**src/rtl/multiplier_timing.sv**
```systemverilog
// Multi-cycle reconstruction multiplier: Product = Qin*Yin + Rin.
// Adds the multiplicand into the accumulator up to three times per clock.
// Start/Done/Ack handshake matches the divider, so this block can follow it
// as a self-check stage.
//
// state   | meaning
// --------+-----------------------------------------------------------
// INITIAL | idle; operands reloaded every clock, Start launches a run
// COMPUTE | up to three additions of y per clock until count reaches 0
// DONE_S  | result held on Product, Done high, waiting for Ack

module multiplier_timing (
   input  logic       Clk,
   input  logic       Reset_n,
   input  logic [3:0] Qin,
   input  logic [3:0] Yin,
   input  logic [3:0] Rin,
   input  logic       Start,
   input  logic       Ack,
   output logic       Done,
   output logic [7:0] Product
);

   localparam logic [2:0] INITIAL = 3'b001;
   localparam logic [2:0] COMPUTE = 3'b010;
   localparam logic [2:0] DONE_S  = 3'b100;

   logic [2:0] state;
   logic [2:0] state_nxt;

   logic [7:0] acc;
   logic [3:0] count;
   logic [3:0] y;

   logic [7:0] acc_step;
   logic [3:0] count_step;

   // State register; reset aborts any run in progress.
   always_ff @(posedge Clk or negedge Reset_n) begin
      if (!Reset_n) begin
         state <= INITIAL;
      end else begin
         state <= state_nxt;
      end
   end

   // Next-state logic; COMPUTE exit looks at the registered count.
   always_comb begin
      state_nxt = state;
      case (state)
         INITIAL: if (Start)          state_nxt = COMPUTE;
         COMPUTE: if (count == 4'd0)  state_nxt = DONE_S;
         DONE_S:  if (Ack)            state_nxt = INITIAL;
         default:                     state_nxt = INITIAL;
      endcase
   end

   // Outputs decoded straight from state and the accumulator.
   always_comb begin
      Done    = (state == DONE_S);
      Product = acc;
   end

   // Three chained add stages; each one is skipped once the count runs out.
   always_comb begin
      acc_step   = acc;
      count_step = count;
      for (int i = 0; i < 3; i++) begin
         if (count_step != 4'd0) begin
            acc_step   = acc_step + {4'b0, y};
            count_step = count_step - 4'd1;
         end
      end
   end

   // Datapath registers: continuous operand load while idle, accumulate in
   // COMPUTE, hold in DONE_S. Max result 240 fits in 8 bits.
   always_ff @(posedge Clk or negedge Reset_n) begin
      if (!Reset_n) begin
         acc   <= 8'd0;
         count <= 4'd0;
         y     <= 4'd0;
      end else begin
         case (state)
            INITIAL: begin
               acc   <= {4'b0, Rin};
               count <= Qin;
               y     <= Yin;
            end
            COMPUTE: begin
               acc   <= acc_step;
               count <= count_step;
            end
            default: begin
               acc   <= acc;
               count <= count;
               y     <= y;
            end
         endcase
      end
   end

endmodule

```
**config.mk**
```make
export PLATFORM = sky130hd
export DESIGN_NAME = multiplier_timing
export DESIGN_NICKNAME = d
export VERILOG_FILES = /design/src/rtl/multiplier_timing.sv
export SDC_FILE = /design/constraint.sdc
export NUM_CORES = 1
export LEC_CHECK = 0
export CORE_MARGIN = 2
export CORE_UTILIZATION = 57
export DETAILED_ROUTE_END_ITERATION = 12
export DONT_BUFFER_PORTS = 1
export PLACE_DENSITY_LB_ADDON = 0.12
export SKIP_LAST_GASP = 1
export SYNTH_ARGS = -nofsm -noshare
export SYNTH_HDL_FRONTEND = slang
export SYNTH_SLANG_ARGS = --single-unit
```
**constraint.sdc**
```tcl
create_clock -name Clk -period 13.3 [get_ports Clk]
set_clock_uncertainty 0.1 [all_clocks]
set_input_delay 3.325 -clock Clk [delete_from_list [all_inputs] [get_ports Clk]]
set_output_delay 3.325 -clock Clk [all_outputs]
set_load 0.02 [all_outputs]
```
[Word level (Yosys, flattened, before mapping)]
Index checks and enable logic that the tools add are counted.
Word-level totals
  bits of input ports: 16
  output and inout bits: 9
  register bits after elaboration: 19
  word-level logic and storage cells: 34
Cells by class
  reductions and logical operators: 6
  equality and inequality tests: 6
  add/subtract/negate cells: 6
  muxes and demuxes: 12
Operators with widths (count)
  adder 8 x 4 -> 8 bit: 3
  two-way mux 8 bit: 3
  one-hot mux 8 bit (2 select lines): 1
  two-way mux 4 bit: 3
  nonzero test 4 bit: 3
  subtractor 4 x 1 -> 4 bit, second input constant: 3
  two-way mux 3 bit: 3
  one-hot mux 3 bit (3 select lines): 1
  one-hot mux 4 bit (2 select lines): 1
  inequality test 2 bit, second input constant: 3
  logical NOT 4 bit: 1
  equality test 3 x 1 -> 1 bit, second input constant: 1
  equality test 3 x 2 -> 1 bit, second input constant: 1
  equality test 3 bit, second input constant: 1
  AND reduction 3 bit: 1
  nonzero test 2 bit: 1

[Depth between registers and ports, before layout]
  word-level depth: 7
  gate-level depth with buffers: 19
  depth with buffers taken out: 18

[Least setup slack after synthesis]
No wires, ideal clock.
  path kind: register to output
  start: register state[0]
  end: output port Done
  data required time: 9.875 ns
  data arrival time: 0.850 ns
  cell stages (with the launch flop): 3
  slack: 9.025 ns
  path through: dfstp_2 -> clkbuf_1 -> nor2_1
On the way
  cells in the longest elaborated chain, start to end: 1
RTL lines
  from (decl): RTL line 28  | logic [2:0] state;
  from (signal assigned): RTL line 43  | state <= state_nxt;
  equality test 3 bit: RTL line 60  | Done = (state == DONE_S);
  to (decl): RTL line 20  | output logic Done,
Every way passes these cells.

[Final worst setup path]
  start: register count[0]
  end: register count[1]
On the way
  cells in the longest elaborated chain, start to end: 7
RTL lines
  from (decl): RTL line 32  | logic [3:0] count;
  from (signal assigned): RTL line 87  | count <= Qin;
  from (signal assigned): RTL line 92  | count <= count_step;
  from (signal assigned): RTL line 96  | count <= count;
  subtractor 4 x 1 -> 4 bit / nonzero test 4 bit (equally long branches): RTL line 71, 69
  two-way mux 4 bit *: RTL line 69  | if (count_step != 4'd0) begin
  subtractor 4 x 1 -> 4 bit / nonzero test 4 bit (equally long branches): RTL line 71, 69
  two-way mux 4 bit *: RTL line 69
  subtractor 4 x 1 -> 4 bit / nonzero test 4 bit (equally long branches): RTL line 71, 69
  two-way mux 4 bit *: RTL line 69
  one-hot mux 4 bit (2 select lines) *: RTL line 84  | case (state)
Every way passes the cells marked *; elsewhere a longest branch is shown, timed or not.
A chain may end at the register's enable or synchronous reset.

==> out/metrics.yaml <==
end_kind: "register"
startpoint: "count[0]$_DFFE_PN0N_"
synth.cell_area_sq_um: 1880
wl_per_cell_um: 15.8
max_stage_delay_ns: 0.66
cts.clk_slew.worst_paths_ns: 0.12
slew_headroom: 0.466
crit_top_cell: "ha_1"
cts.sinks: 19
max_clock_freq_ghz: 0.206
ys.flop_type: "dfrtp_1"
area.growth.synth_to_final_pct: 4.39
diodes: 0
routed_wl_mm: 4.12
min_period_ns: 4.86
synth_compound_area_frac: 0.213
worst_path_max_delay_cell: "o32ai_1"
cts_tree: "done"
ys.warnings.count: 0
crit_fanout: 12
async_reset_ff_frac: 1.00
num-nets-final: 254
drive_gt1_frac: 0.106
synth_top_family_by_area: "compound AO/OA/AOI/OAI gates"
vias: 1592
antenna_found_initial: 0
ys_types: 43
tightestPinTransition_ns: 0.798
finalSetupTns_ns: 0
netlist_top_cells_count: "a21oi_1 (24), nand2_1 (21), dfrtp_1 (18)"
io_buffers: 0
dr.first_iter.drc_count: 88
grt_pass1_vias: 1555
place_congestion: 0.856
synth_top_area_share: 0.240
clk_latency_ns: 0.31
synth-seq-cells: 19
placed_area_sq_um: 1930
synth.most_common_cell: "a21oi_1"
fp.dieH_um: 61.4
min_from: "state[2]$_DFFE_PN0P_"
cp.required_ns: 13.43
status: "finished, final reports clean"
finalNonFillerCells: 261
drc: 0
yosys-top-cells-area: "dfrtp_1 (24%), ha_1 (11%), xnor2_1 (7.5%)"
hold_path_class: "reg2reg"
synth.mux.area_fraction: 0.0626
dpl.hpwl_mm: 3.30
grt_use_total: 0.245
maxCapViolCount: 0
grt_max_degree: 20
final_hold_viol_count: 0
fillers: 287
start_util: 0.606
min_period_over_period: 0.366
grt_overflow: 0
report.final.slew_viol_count: 0
cts.root.buffer_cell: "clkbuf_4"
die_x_um: 61.4
post_cts_resized: 0
postCtsHoldBufs: 0
clockBufferDepth: 2
viasPerCell: 6.10
synth_area_per_cell_sq_um: 8.66
synthSimpleGateAreaFrac: 0.195
h-tree-depth: 1
setup_viol: 0
r2r_start: "count[0]$_DFFE_PN0N_"
dpl.cell_count: 257
ant_nets: 0
yosys.area_share.xor_xnor: 0.0979
dieArea_sq_um: 3770
postCtsSetupRepairBufs: 0
synth_nets: 253
yosysTopAreaCell: "dfrtp_1"
synth_fa_ha_area_frac: 0.145
rsz0062_at_grt: "false"
postSynthCellCount: 217
cp.arrival_ns: 4.99
rows: 20
grt_pass1_wl_mm: 6.84
cp_cell_sequence: "inv_1, ha_1, nor3b_2, xnor2_1, inv_1, ha_1, o211a_1, and3_1, nor2_1, a31oi_1, ha_1, nand2_1, o32ai_1, buf_4, mux2i_1, nand2_1, o21ai_0"
start_kind: "register"
core_sq_um: 3100
io_pins: 25
critPathKind: "reg2reg"
ys_seq_area_frac: 0.254
cts_buffers: 3
final_cell_area_sq_um: 1960
dr.pass1.iters: 4
synth_edf_count: 0
-- final timing paths --
kind	slack [ns]	depth (start not counted)	endpoint
min reg2reg	0.42	1	state[1]$_DFFE_PN0P_
max in group asynchronous	10.34	0	state[0]$_DFFE_PN1P_
min in group asynchronous	2.59	0	state[2]$_DFFE_PN0P_
max reg2reg	8.44	17	count[1]$_DFFE_PN0N_
max	8.44	17	count[1]$_DFFE_PN0N_
min	0.42	1	state[1]$_DFFE_PN0P_
-- cells by family (layout without fill, tap and decap cells) --
family                     Yosys count  after routing
buffers and inverters               16             16
and+or+nand+nor                     68             68
DFF                                 19             19
xor gates and xnor gates            21             21
adders and majority gates           20             20
muxes                               11             11
AOI/OAI and AO/OA                   62             62
-- sequential cells by signal, summed over array words and instances (netlist names) --
name     flops
y            4
count        4
Product      8
state        3
-- layout make-up --
type / instances / area (sq um) / area share
well taps: 44 / 55.1 / 0.0281
clock inverters: 1 / 5.00 / 0.00255
inverters: 9 / 33.8 / 0.0172
flip-flops and latches: 19 / 477 / 0.243
clock buffers: 3 / 22.5 / 0.0115
repair buffers: 3 / 22.5 / 0.0115
multi-input cells: 182 / 1350 / 0.686
-- worst max-delay path: cells and delay by family (launching register included) --
kind,cells,cell delay (ns)
muxes,1,0.22
xor gates and xnor gates,1,0.22
AOI/OAI and AO/OA,4,1.26
and+or+nand+nor,5,1.21
adders and majority gates,3,0.73
DFF,1,0.47
buffers and inverters,3,0.56
-- cell usage in the layout (no fill, tap or decap), types with 3 or more instances in the layout --
master and instances:
a211o_1 3, a211oi_1 5, a21o_1 6, a21oi_1 24
a22o_1 4, a31oi_1 4, buf_4 3, clkbuf_4 3
dfrtp_1 18, fa_1 3, ha_1 17, inv_1 9
mux2_2 6, mux2i_1 5, nand2_1 21, nand3_1 4
nand3b_1 3, nor2_1 15, nor2b_1 7, o21ai_0 7
xnor2_1 16, xor2_1 5
-- routing by layer --
layer	global-route usage	routed length [um]
met1	0.313	1780
met2	0.426	2060
met3	0.0294	194
met4	0.0912	97
met5	0	0
-- metrics by stage --
step / worst slack [ns] / utilization / hold WS [ns]
after CTS: 8.48 / 0.632 / 0.423
final: 8.44 / 0.632 / 0.418
after global routing: 8.05 / 0.632 / 0.455
after global placement: 8.79 / 0.623 / 0.384
after detailed placement: 8.56 / 0.623 / 0.406
after floorplan: 9.02 / - / 0.347
Power is not shown: default switching activity piles up to over one toggle a cycle in this logic, so the estimate is an artifact.
